$ cat src/rtl/agc_pkg.sv
// Shared types and helpers for the AGC gain sequencer.
//   agc_state_e : FSM state encoding, also exported on the state output
//   GAIN_UNITY  : gain word for unity in Q2.6
//   sat_abs     : saturating magnitude of a two's complement sample
package agc_pkg;

  typedef enum logic [1:0] {
    StIdle    = 2'b00,
    StMeasure = 2'b01,
    StDecide  = 2'b10,
    StUpdate  = 2'b11
  } agc_state_e;

  localparam int unsigned GAIN_UNITY = 64;

  // |x| clipped to 2^(dw-1)-1 so the most negative code does not wrap.
  function automatic int sat_abs(input int x, input int dw);
    int lim;
    int a;
    lim = (1 << (dw - 1)) - 1;
    a   = (x < 0) ? -x : x;
    return (a > lim) ? lim : a;
  endfunction

endpackage

$ cat src/rtl/agc_gain_ctrl_if.sv
// Sample stream, loop configuration and gain feedback of the AGC sequencer.
//   samp_in/samp_valid : post-gain datapath sample and qualifier
//   target/hyst        : desired peak magnitude and deadband half-width
//   freeze             : inhibit gain changes
//   gain/gain_upd      : gain word and one-cycle change pulse
//   state/clipping     : FSM state and full-scale flag of the last window
interface agc_gain_ctrl_if #(
  parameter int unsigned DW = 8,
  parameter int unsigned GW = 8
);
  logic signed [DW-1:0] samp_in;
  logic                 samp_valid;
  logic [DW-2:0]        target;
  logic [3:0]           hyst;
  logic                 freeze;
  logic [GW-1:0]        gain;
  logic                 gain_upd;
  logic [1:0]           state;
  logic                 clipping;

  modport master (
    output samp_in, samp_valid, target, hyst, freeze,
    input  gain, gain_upd, state, clipping
  );

  modport slave (
    input  samp_in, samp_valid, target, hyst, freeze,
    output gain, gain_upd, state, clipping
  );
endinterface

$ cat src/rtl/agc_peak_detect.sv
// Window peak detector: saturating magnitude, running maximum and sample counter.
//   accept_i   : samples are only taken while high (MEASURE)
//   clear_i    : discard peak and count (UPDATE)
//   peak_o     : running maximum magnitude of the current window
//   win_done_o : high in the cycle that accepts the last sample of a window
module agc_peak_detect
  import agc_pkg::*;
#(
  parameter int unsigned DW       = 8,
  parameter int unsigned WIN_LOG2 = 4
) (
  input  logic                 clk,
  input  logic                 rst_n,
  input  logic                 clk_enable,
  input  logic signed [DW-1:0] samp_i,
  input  logic                 samp_valid_i,
  input  logic                 accept_i,
  input  logic                 clear_i,
  output logic [DW-2:0]        peak_o,
  output logic                 win_done_o
);

  logic [DW-2:0]       mag;
  logic [DW-2:0]       peak_q, peak_d;
  logic [WIN_LOG2-1:0] cnt_q, cnt_d;
  logic                fire;

  always_comb begin
    mag        = (DW-1)'(sat_abs(int'(samp_i), DW));
    fire       = clk_enable & accept_i & samp_valid_i;
    // Count wraps to zero on the last sample; clear_i also zeroes it.
    win_done_o = fire & (cnt_q == '1);
    peak_o     = peak_q;
  end

  always_comb begin
    peak_d = peak_q;
    cnt_d  = cnt_q;
    if (clear_i) begin
      peak_d = '0;
      cnt_d  = '0;
    end else if (fire) begin
      if (mag > peak_q) peak_d = mag;
      cnt_d = cnt_q + WIN_LOG2'(1);
    end
  end

  always_ff @(posedge clk or negedge rst_n) begin
    if (!rst_n) begin
      peak_q <= '0;
      cnt_q  <= '0;
    end else if (clk_enable) begin
      peak_q <= peak_d;
      cnt_q  <= cnt_d;
    end
  end

endmodule

$ cat src/rtl/agc_gain_ctrl.sv
// Closed-loop AGC gain sequencer. Measures the peak of each window of post-gain
// samples, compares it with target +/- hyst and steps the gain: fast attack on a
// loud window, slow release after HOLD quiet windows.
//   clk, rst_n  : clock, asynchronous active-low reset
//   clk_enable  : low freezes all state
//   bus (slave) : sample stream, target/hyst/freeze in; gain, gain_upd,
//                 state, clipping out
// The new gain, gain_upd and clipping are written at the end of DECIDE, so
// they appear during UPDATE, two enabled cycles after the last window sample.
module agc_gain_ctrl
  import agc_pkg::*;
#(
  parameter int unsigned DW           = 8,
  parameter int unsigned GW           = 8,
  parameter int unsigned WIN_LOG2     = 4,
  parameter int unsigned HOLD         = 4,
  parameter int unsigned ATTACK_STEP  = 8,
  parameter int unsigned RELEASE_STEP = 1,
  parameter int unsigned GAIN_INIT    = GAIN_UNITY,
  parameter int unsigned GAIN_MIN     = 1,
  parameter int unsigned GAIN_MAX     = 255
) (
  input  logic           clk,
  input  logic           rst_n,
  input  logic           clk_enable,
  agc_gain_ctrl_if.slave bus
);

  localparam int unsigned HoldW = (HOLD > 0) ? $clog2(HOLD + 1) : 1;

  agc_state_e        state_q, state_d;
  logic [GW-1:0]     gain_q, gain_d;
  logic              gain_upd_q, gain_upd_d;
  logic              clip_q, clip_d;
  logic [HoldW-1:0]  hold_q, hold_d;

  logic [DW-2:0]     peak;
  logic              win_done;
  logic [DW-1:0]     tgt_ext, hyst_ext, thr_hi, thr_lo, peak_ext;
  logic              loud, quiet;
  logic [GW:0]       gain_ext, gain_sum;
  logic [GW-1:0]     gain_att, gain_rel;

  agc_peak_detect #(
    .DW       (DW),
    .WIN_LOG2 (WIN_LOG2)
  ) u_peak (
    .clk          (clk),
    .rst_n        (rst_n),
    .clk_enable   (clk_enable),
    .samp_i       (bus.samp_in),
    .samp_valid_i (bus.samp_valid),
    .accept_i     (state_q == StMeasure),
    .clear_i      (state_q == StUpdate),
    .peak_o       (peak),
    .win_done_o   (win_done)
  );

  // Deadband thresholds in DW bits: target+hyst cannot overflow, target-hyst
  // floors at zero.
  always_comb begin
    tgt_ext  = {1'b0, bus.target};
    hyst_ext = DW'(bus.hyst);
    peak_ext = {1'b0, peak};
    thr_hi   = tgt_ext + hyst_ext;
    thr_lo   = (tgt_ext > hyst_ext) ? (tgt_ext - hyst_ext) : '0;
    loud     = peak_ext > thr_hi;
    quiet    = peak_ext < thr_lo;
  end

  // Gain steps in GW+1 bits, then clamp into [GAIN_MIN, GAIN_MAX].
  always_comb begin
    gain_ext = {1'b0, gain_q};
    gain_att = (gain_ext >= (GW+1)'(ATTACK_STEP + GAIN_MIN))
             ? GW'(gain_ext - (GW+1)'(ATTACK_STEP)) : GW'(GAIN_MIN);
    gain_sum = gain_ext + (GW+1)'(RELEASE_STEP);
    gain_rel = (gain_sum > (GW+1)'(GAIN_MAX)) ? GW'(GAIN_MAX) : GW'(gain_sum);
  end

  always_comb begin
    state_d    = state_q;
    gain_d     = gain_q;
    gain_upd_d = 1'b0;
    clip_d     = clip_q;
    hold_d     = hold_q;
    unique case (state_q)
      StIdle:    state_d = StMeasure;
      StMeasure: if (win_done) state_d = StDecide;
      StDecide: begin
        state_d = StUpdate;
        clip_d  = (peak == '1);
        if (!bus.freeze) begin
          if (loud) begin
            gain_d = gain_att;
            hold_d = HoldW'(HOLD);
          end else if (quiet) begin
            if (hold_q == '0) gain_d = gain_rel;
            else              hold_d = hold_q - HoldW'(1);
          end else if (hold_q != '0) begin
            hold_d = hold_q - HoldW'(1);
          end
        end
        gain_upd_d = (gain_d != gain_q);
      end
      StUpdate:  state_d = StMeasure;
    endcase
  end

  always_ff @(posedge clk or negedge rst_n) begin
    if (!rst_n) begin
      state_q    <= StIdle;
      gain_q     <= GW'(GAIN_INIT);
      gain_upd_q <= 1'b0;
      clip_q     <= 1'b0;
      hold_q     <= '0;
    end else if (clk_enable) begin
      state_q    <= state_d;
      gain_q     <= gain_d;
      gain_upd_q <= gain_upd_d;
      clip_q     <= clip_d;
      hold_q     <= hold_d;
    end
  end

  // Masked so a stalled UPDATE cycle does not present the pulse twice.
  always_comb begin
    bus.gain     = gain_q;
    bus.gain_upd = gain_upd_q & clk_enable;
    bus.state    = state_q;
    bus.clipping = clip_q;
  end

endmodule
$ cat src/flat_wrapper.sv
// flat-port wrapper written by rule: the top's interface ports become plain ports
module agc_gain_ctrl_flat import agc_pkg::*;
#(
  parameter int unsigned DW           = 8,
  parameter int unsigned GW           = 8,
  parameter int unsigned WIN_LOG2     = 4,
  parameter int unsigned HOLD         = 4,
  parameter int unsigned ATTACK_STEP  = 8,
  parameter int unsigned RELEASE_STEP = 1,
  parameter int unsigned GAIN_INIT    = GAIN_UNITY,
  parameter int unsigned GAIN_MIN     = 1,
  parameter int unsigned GAIN_MAX     = 255
)
  (clk, rst_n, clk_enable, bus_samp_in, bus_samp_valid, bus_target, bus_hyst, bus_freeze, bus_gain, bus_gain_upd, bus_state, bus_clipping);
  agc_gain_ctrl_if #(.DW(DW), .GW(GW)) bus_i ();
  input  logic clk;
  input  logic rst_n;
  input  logic clk_enable;
  input wire logic [$bits(bus_i.samp_in)-1:0] bus_samp_in;
  input wire logic [$bits(bus_i.samp_valid)-1:0] bus_samp_valid;
  input wire logic [$bits(bus_i.target)-1:0] bus_target;
  input wire logic [$bits(bus_i.hyst)-1:0] bus_hyst;
  input wire logic [$bits(bus_i.freeze)-1:0] bus_freeze;
  output wire logic [$bits(bus_i.gain)-1:0] bus_gain;
  output wire logic [$bits(bus_i.gain_upd)-1:0] bus_gain_upd;
  output wire logic [$bits(bus_i.state)-1:0] bus_state;
  output wire logic [$bits(bus_i.clipping)-1:0] bus_clipping;
  assign bus_i.samp_in = bus_samp_in;
  assign bus_i.samp_valid = bus_samp_valid;
  assign bus_i.target = bus_target;
  assign bus_i.hyst = bus_hyst;
  assign bus_i.freeze = bus_freeze;
  assign bus_gain = bus_i.gain;
  assign bus_gain_upd = bus_i.gain_upd;
  assign bus_state = bus_i.state;
  assign bus_clipping = bus_i.clipping;
  agc_gain_ctrl #(.DW(DW), .GW(GW), .WIN_LOG2(WIN_LOG2), .HOLD(HOLD), .ATTACK_STEP(ATTACK_STEP), .RELEASE_STEP(RELEASE_STEP), .GAIN_INIT(GAIN_INIT), .GAIN_MIN(GAIN_MIN), .GAIN_MAX(GAIN_MAX)) u_core (.clk(clk), .rst_n(rst_n), .clk_enable(clk_enable), .bus(bus_i));
endmodule
$ cat config.mk
export PLATFORM = sky130hd
export DESIGN_NAME = agc_gain_ctrl_flat
export DESIGN_NICKNAME = d
export VERILOG_FILES = /design/src/rtl/agc_pkg.sv /design/src/rtl/agc_gain_ctrl_if.sv /design/src/rtl/agc_peak_detect.sv /design/src/rtl/agc_gain_ctrl.sv /design/src/flat_wrapper.sv
export SDC_FILE = /design/constraint.sdc
export NUM_CORES = 1
export LEC_CHECK = 0
export CAP_MARGIN = 0
export CORE_ASPECT_RATIO = 0.75
export CORE_MARGIN = 1
export CORE_UTILIZATION = 48
export DETAILED_ROUTE_END_ITERATION = 7
export HOLD_SLACK_MARGIN = 0.05
export PLACE_DENSITY = 0.71
export SLEW_MARGIN = 20
export SYNTH_ARGS = -nofsm -noshare
export SYNTH_HDL_FRONTEND = slang
export SYNTH_SLANG_ARGS = --single-unit
$ cat constraint.sdc
create_clock -name clk -period 2.58 [get_ports clk]
set_clock_uncertainty 0.05 [all_clocks]
set_input_delay 0.774 -clock clk [delete_from_list [all_inputs] [get_ports clk]]
set_output_delay 0.774 -clock clk [all_outputs]
set_load 0.01 [all_outputs]
==> results of run 1 <==
## layout make-up
| class | count | area [µm²] |
|---|---|---|
| flip-flops and latches | 26 | 652 |
| clock inverters | 1 | 30.0 |
| well taps | 75 | 93.8 |
| fillers | 356 | 1030 |
| repair buffers | 134 | 1090 |
| inverters | 30 | 125 |
| multi-input cells | 277 | 2490 |
| clock buffers | 3 | 41.3 |
## report_power, final
group          switching [mW]  leakage [nW]  internal [mW]
registers               0.155         0.337          0.515
clock network           0.142        0.0357          0.208
logic                    1.10          1.71           1.13
total                    1.40          2.08           1.85
## per-layer routing
layer,track usage (%),vias up,wire length [µm]
li1,-,1531,-
met1,38.4,1506,4070
met2,50.8,150,4490
met3,3.40,24,676
met4,5.56,0,190
met5,0,-,0
## path summary, 6_finish.rpt
check / startpoint / depth (start not counted) / slack, ns / to
worst min register to register: u_core.hold_q[0] / 1 / 0.44 / u_core.hold_q[0]
max in group asynchronous: rst_n / 2 / 1.38 / u_core.bus.gain[6]
min in group asynchronous: rst_n / 2 / 0.80 / u_core.hold_q[1]
worst max-delay path: bus_target[0] / 18 / -1.33 / u_core.bus.gain[5]
worst max register to register: u_core.u_peak.peak_o[5] / 8 / 0.05 / u_core.bus.gain[5]
worst min-delay path: u_core.hold_q[0] / 1 / 0.44 / u_core.hold_q[0]
## worst reg2reg max path, delay by kind of cell, from the launching register on
kind | cells | cell delay (ns)
compound gates | 3 | 0.83
flops | 1 | 0.47
fa+ha+maj | 1 | 0.28
mux | 1 | 0.10
simple gates | 3 | 0.69
## repair_timing
action	CTS	global route
hold endpoints to repair	0	0
setup buffers	23	5
setup endpoints to repair	20	19
pin swaps	56	41
cloned	0	0
resized for setup	87	39
hold buffers	0	0
## cell usage in the layout, fill, tap and decap left out, drive strengths merged, types with 4 or more instances in the layout
cell type        n
nand2           31
nand3            9
nand2b           4
buf            107
a31oi            5
xor2             7
inv             29
a21o             9
a22o             8
clkbuf           4
nor2b            8
nor2            24
o31ai            5
dlygate4sd2      8
o2bb2ai          4
ha              42
nand4           11
nor3             5
o211ai           4
o21ai           16
dfrtp           25
clkdlybuf4s50   18
a21oi           22
and3             8
xnor2            4
## registers in the layout (all words and copies together), names as in the netlist
signal	count
u_core.bus.gain	8
u_core.u_peak.peak_o	7
u_core.u_peak.cnt_q	4
u_core.hold_q	3
u_core.bus.state	2
u_core.bus.clipping	1
u_core.gain_upd_q	1
## cell families (layout without fill, tap and decap cells)
kind of cell	count (synthesis)	after routing	synth area share, %
AOI/OAI and AO/OA	102	102	25.5
xor gates and xnor gates	11	11	3.36
adders and majority gates	44	44	19.7
buffers and inverters	46	168	6.71
DFF	26	26	22.7
muxes	4	4	1.44
and+or+nand+nor	116	116	20.5
==> flow_metrics.tcl, run 1 <==
set metrics [dict create \
    path_buf_inv 4 \
    status "complete, but fails checks" \
    placedCellCount 515 \
    synthTopCellsByArea "dfrtp_1, ha_1, nand2_1" \
    core-area_mm2 0.00555 \
    avgViaCountPerCell 5.88 \
    antenna_found_initial 0 \
    syn_inst 349 \
    path_class "in -> reg" \
    clk-insertion-delay-late_ns 0.28 \
    grt_overflow 0 \
    drive_above_1_share_pct 39.3 \
    synth.distinct_cells 62 \
    post-place-ws_ns -2.04 \
    cp.required_ns 2.70 \
    place_hpwl_um 6200 \
    cp-start-kind "input port" \
    drv_slew 0 \
    synth_top_area_share_pct 21.8 \
    period_needed_ns 3.91 \
    yosysWarnings 0 \
    io_pins 36 \
    track_usage_pct 28.6 \
    path_cells "buf_12, inv_12, ha_4, inv_2, fa_2, a21o_1, a21o_1, buf_6, xnor2_4, nand2_2, ha_4, a21o_1, a211o_1, nor4b_4, or2_4, and3_4, mux2i_1, o31ai_1" \
    place_area_mm2 0.00391 \
    cpPeakStageDelay_ns 0.36 \
    die_height_um 69.0 \
    p_per_area_mw_per_mm2 718 \
    cts_buffer_depth 2 \
    syn_area_mm2 0.00287 \
    drt-total-wl_um 9430 \
    first_global_vias 3035 \
    cts_tree "built" \
    grt_max_degree 27 \
    cp_data_arrival_time_ns 4.03 \
    dieArea_mm2 0.00630 \
    ys_ff_latch 26 \
    crit_top_cell "a21o_1" \
    critPathSlowestCell "fa_2" \
    ys.flop_type "dfrtp_1" \
    async_reset_ff_share_pct 100 \
    grt_pass1_wl_um 14300 \
    leakagePower_nw 2.08 \
    synth_edf_count 0 \
    place_congestion 0.936 \
    hold_path_class "reg -> reg" \
    end_kind "flop" \
    initial_utilization_pct 51.7 \
    port-buffer-count 35 \
    cts_root_buffer "clkbuf_8" \
    cp_max_fo 5 \
    fmax_ghz 0.256 \
    final_hold_viol_count 0 \
    fin_crit_sh_pct 151 \
    syn_area_per_cell_um2 8.22 \
    cpLargestDelayFamily "compound AO/OA/AOI/OAI gates" \
    antenna_cells 0 \
    ir_drop_uv 571 \
    final_core_util_pct 81.4 \
    htreeDepth 1 \
    ant_nets 0 \
    cts_buffers 3 \
    drcViolationCount 0 \
    syn2layout_area_growth_pct 57.6 \
    num_vias 3211 \
    placementRows 23 \
    seq_area_frac_synth_pct 22.7 \
    worst_slack_ns -1.33 \
    setup_tns_ns -15.19 \
    instances_no_fill 546 \
    slew_headroom_pct 61.8 \
    synth_top_area_cell "dfrtp_1" \
    total_power_mw 3.25 \
    violations "negative setup slack" \
    first_pass_iters 5 \
    synth_fp_nets 417 \
    synth_most_common_cell "ha_1" \
    numClockSinks 26 \
    yosys-top-cells-count "ha_1, nand2_1, inv_1" \
    drt_iter0_drc 249 \
    layout.nets 540 \
    fin_area_mm2 0.00452 \
    wl_per_cell_um 17.3 \
    grt_setup_unrepaired "yes" \
    maxCapViolCount 0 \
    die_x_um 91.3 \
    worst_pin_slew_ns 0.573 \
    clk_pin_slew_ns 0.10 \
    setup_violations 19 \
    hold_ws_ns 0.436 \
]
No activity file was read; power rests on OpenSTA's default activity.
==> run 2: changes to the inputs <==
--- a/config.mk
+++ b/config.mk
@@ -5,6 +5,7 @@
 export SDC_FILE = /design/constraint.sdc
 export NUM_CORES = 1
 export LEC_CHECK = 0
+export ABC_AREA = 0
 export CAP_MARGIN = 0
 export CORE_ASPECT_RATIO = 0.75
 export CORE_MARGIN = 1
@@ -12,6 +13,7 @@
 export DETAILED_ROUTE_END_ITERATION = 7
 export HOLD_SLACK_MARGIN = 0.05
 export PLACE_DENSITY = 0.71
+export SKIP_LAST_GASP = 1
 export SLEW_MARGIN = 20
 export SYNTH_ARGS = -nofsm -noshare
 export SYNTH_HDL_FRONTEND = slang
==> run 2 against run 1 <==
  * The run still ends with negative setup slack left
  * Sequential share of layout area barely moved
  * Combinational power about the same
  * Sequential cell count did not move
  * Sequential power barely moved
  * Critical path depth unchanged
  * Clock power hardly changed
  * Hold slack lost 0.0027 ns
==> flow_metrics.tcl, run 2 (synthesized netlist as in run 1, its figures left out) <==
set metrics [dict create \
    setup_violations 19 \
    r2r-start "u_core.u_peak.peak_o[5]" \
    instances_no_fill 546 \
    cp-start-kind "input port" \
    cts_buffer_depth 2 \
    cts_root_buffer "clkbuf_8" \
    path_cells "buf_12, inv_12, ha_4, inv_2, fa_2, a21o_1, a21o_1, buf_6, xnor2_4, nand2_2, ha_4, a21o_1, a211o_1, nor4b_4, or2_4, and3_4, mux2i_1, o31ai_1" \
    layout_commonest_cell "buf_4" \
    cts_tree "built" \
    cts_buffers 3 \
    p_per_area_mw_per_mm2 718 \
    grt_setup_unrepaired "yes" \
    antenna_cells 0 \
    layout.nets 540 \
    comb_power_share_pct 68.5 \
    cpLargestDelayFamily "compound AO/OA/AOI/OAI gates" \
    port-buffer-count 35 \
    dieArea_mm2 0.00630 \
    grt_max_degree 27 \
    die_x_um 91.3 \
    grt_pass1_wl_um 14300 \
    status "complete, but fails checks" \
    most-common-layout-cells "buf_4, ha_1, nand2_1" \
    end_kind "flop" \
    worst_slack_ns -1.39 \
    p_seq_share_pct 20.8 \
    path_buf_inv 4 \
    p_clk_share_pct 10.8 \
    post-place-ws_ns -2.04 \
    drive_above_1_share_pct 39.1 \
    slew_headroom_pct 61.8 \
    critPathSlowestCell "o31ai_1" \
    fmax_ghz 0.252 \
    place_congestion 0.936 \
    track_usage_pct 28.7 \
    numClockSinks 26 \
    ir_drop_uv 575 \
    violations "negative setup slack" \
    drt_iter0_drc 242 \
    place_hpwl_um 6200 \
    leakagePower_nw 2.08 \
    placedCellCount 515 \
    hold_path_class "reg -> reg" \
    cts_hold_buf 0 \
    final_hold_viol_count 0 \
    avgViaCountPerCell 5.94 \
    cpPeakStageDelay_ns 0.37 \
    cp_data_arrival_time_ns 4.08 \
    num_vias 3243 \
    ant_nets 0 \
    hold_ws_ns 0.433 \
    die_height_um 69.0 \
    drcViolationCount 0 \
    crit_start "bus_target[0]" \
    p_sw_mw 1.40 \
    maxCapViolCount 0 \
    period_needed_ns 3.97 \
    io_pins 36 \
    crit_top_cell "a21o_1" \
    syn2layout_area_growth_pct 57.2 \
    largest_reg_flops 8 \
    min_from "u_core.hold_q[0]" \
    fin_area_mm2 0.00451 \
    clk-insertion-delay-late_ns 0.28 \
    cp.required_ns 2.69 \
    initial_utilization_pct 51.7 \
    fin_crit_sh_pct 154 \
    place_area_mm2 0.00391 \
    intPower_mw 1.84 \
    first_global_vias 3050 \
    core-area_mm2 0.00555 \
    drv_slew 0 \
    p_sw_share_pct 43.2 \
    drt-total-wl_um 9540 \
    wl_per_cell_um 17.5 \
    total_power_mw 3.24 \
    final_core_util_pct 81.3 \
    placementRows 23 \
    path_class "in -> reg" \
    htreeDepth 1 \
    antenna_found_initial 0 \
    cp_max_fo 5 \
    grt_overflow 0 \
    worst_pin_slew_ns 0.573 \
    first_pass_iters 4 \
    setup_tns_ns -15.26 \
    clk_pin_slew_ns 0.10 \
]
run 2: power groups by stage:
stage	Sequential (mW)	Clock (mW)	Combinational [mW]
2_1_floorplan	0.630	0	1.07
3_3_place_gp	0.655	0	1.62
3_5_place_dp	0.659	0	1.68
4_1_cts	0.652	0.352	1.92
5_1_grt	0.685	0.367	2.39
6_report	0.672	0.349	2.22
run 2: cell type report:
cell class / count / area [µm²]
clock buffer: 3 / 41.3
clock inverter: 1 / 30.0
fill: 356 / 1040
inverter: 30 / 125
multi-input combinational: 277 / 2480
sequential: 26 / 652
tap: 75 / 93.8
timing repair buffer: 134 / 1090
run 2: final timing paths:
path | to | slack [ns] | cells past startpoint
setup / recovery | u_core.bus.gain[5] | -1.39 | 18
hold / removal | u_core.hold_q[0] | 0.43 | 1
setup reg to reg | u_core.bus.gain[5] | -0.03 | 8
hold reg to reg | u_core.hold_q[0] | 0.43 | 1
max in group asynchronous | u_core.bus.gain[6] | 1.37 | 2
min in group asynchronous | u_core.hold_q[1] | 0.81 | 2
run 2: what timing repair did:
action                                  in CTS  in global routing
pin swaps                                   56                 41
endpoints found under the setup margin      20                 19
resized for setup                           85                 38
setup buffers                               23                  5
run 2: worst reg2reg max path, delay by kind of cell, from the launching register on:
kind,cells,cell delay (ns)
compound gates,3,0.86
simple gates,3,0.69
flops,1,0.49
fa+ha+maj,1,0.29
mux,1,0.11
run 2: routing by layer:
metal  global-route usage [%]  vias up  routed length [µm]
li1                         -     1529                   -
met1                     38.5     1518                4130
met5                        0        -                   0
met4                     5.56        0                 271
met3                     3.40       37                 609
met2                     50.9      159                4530
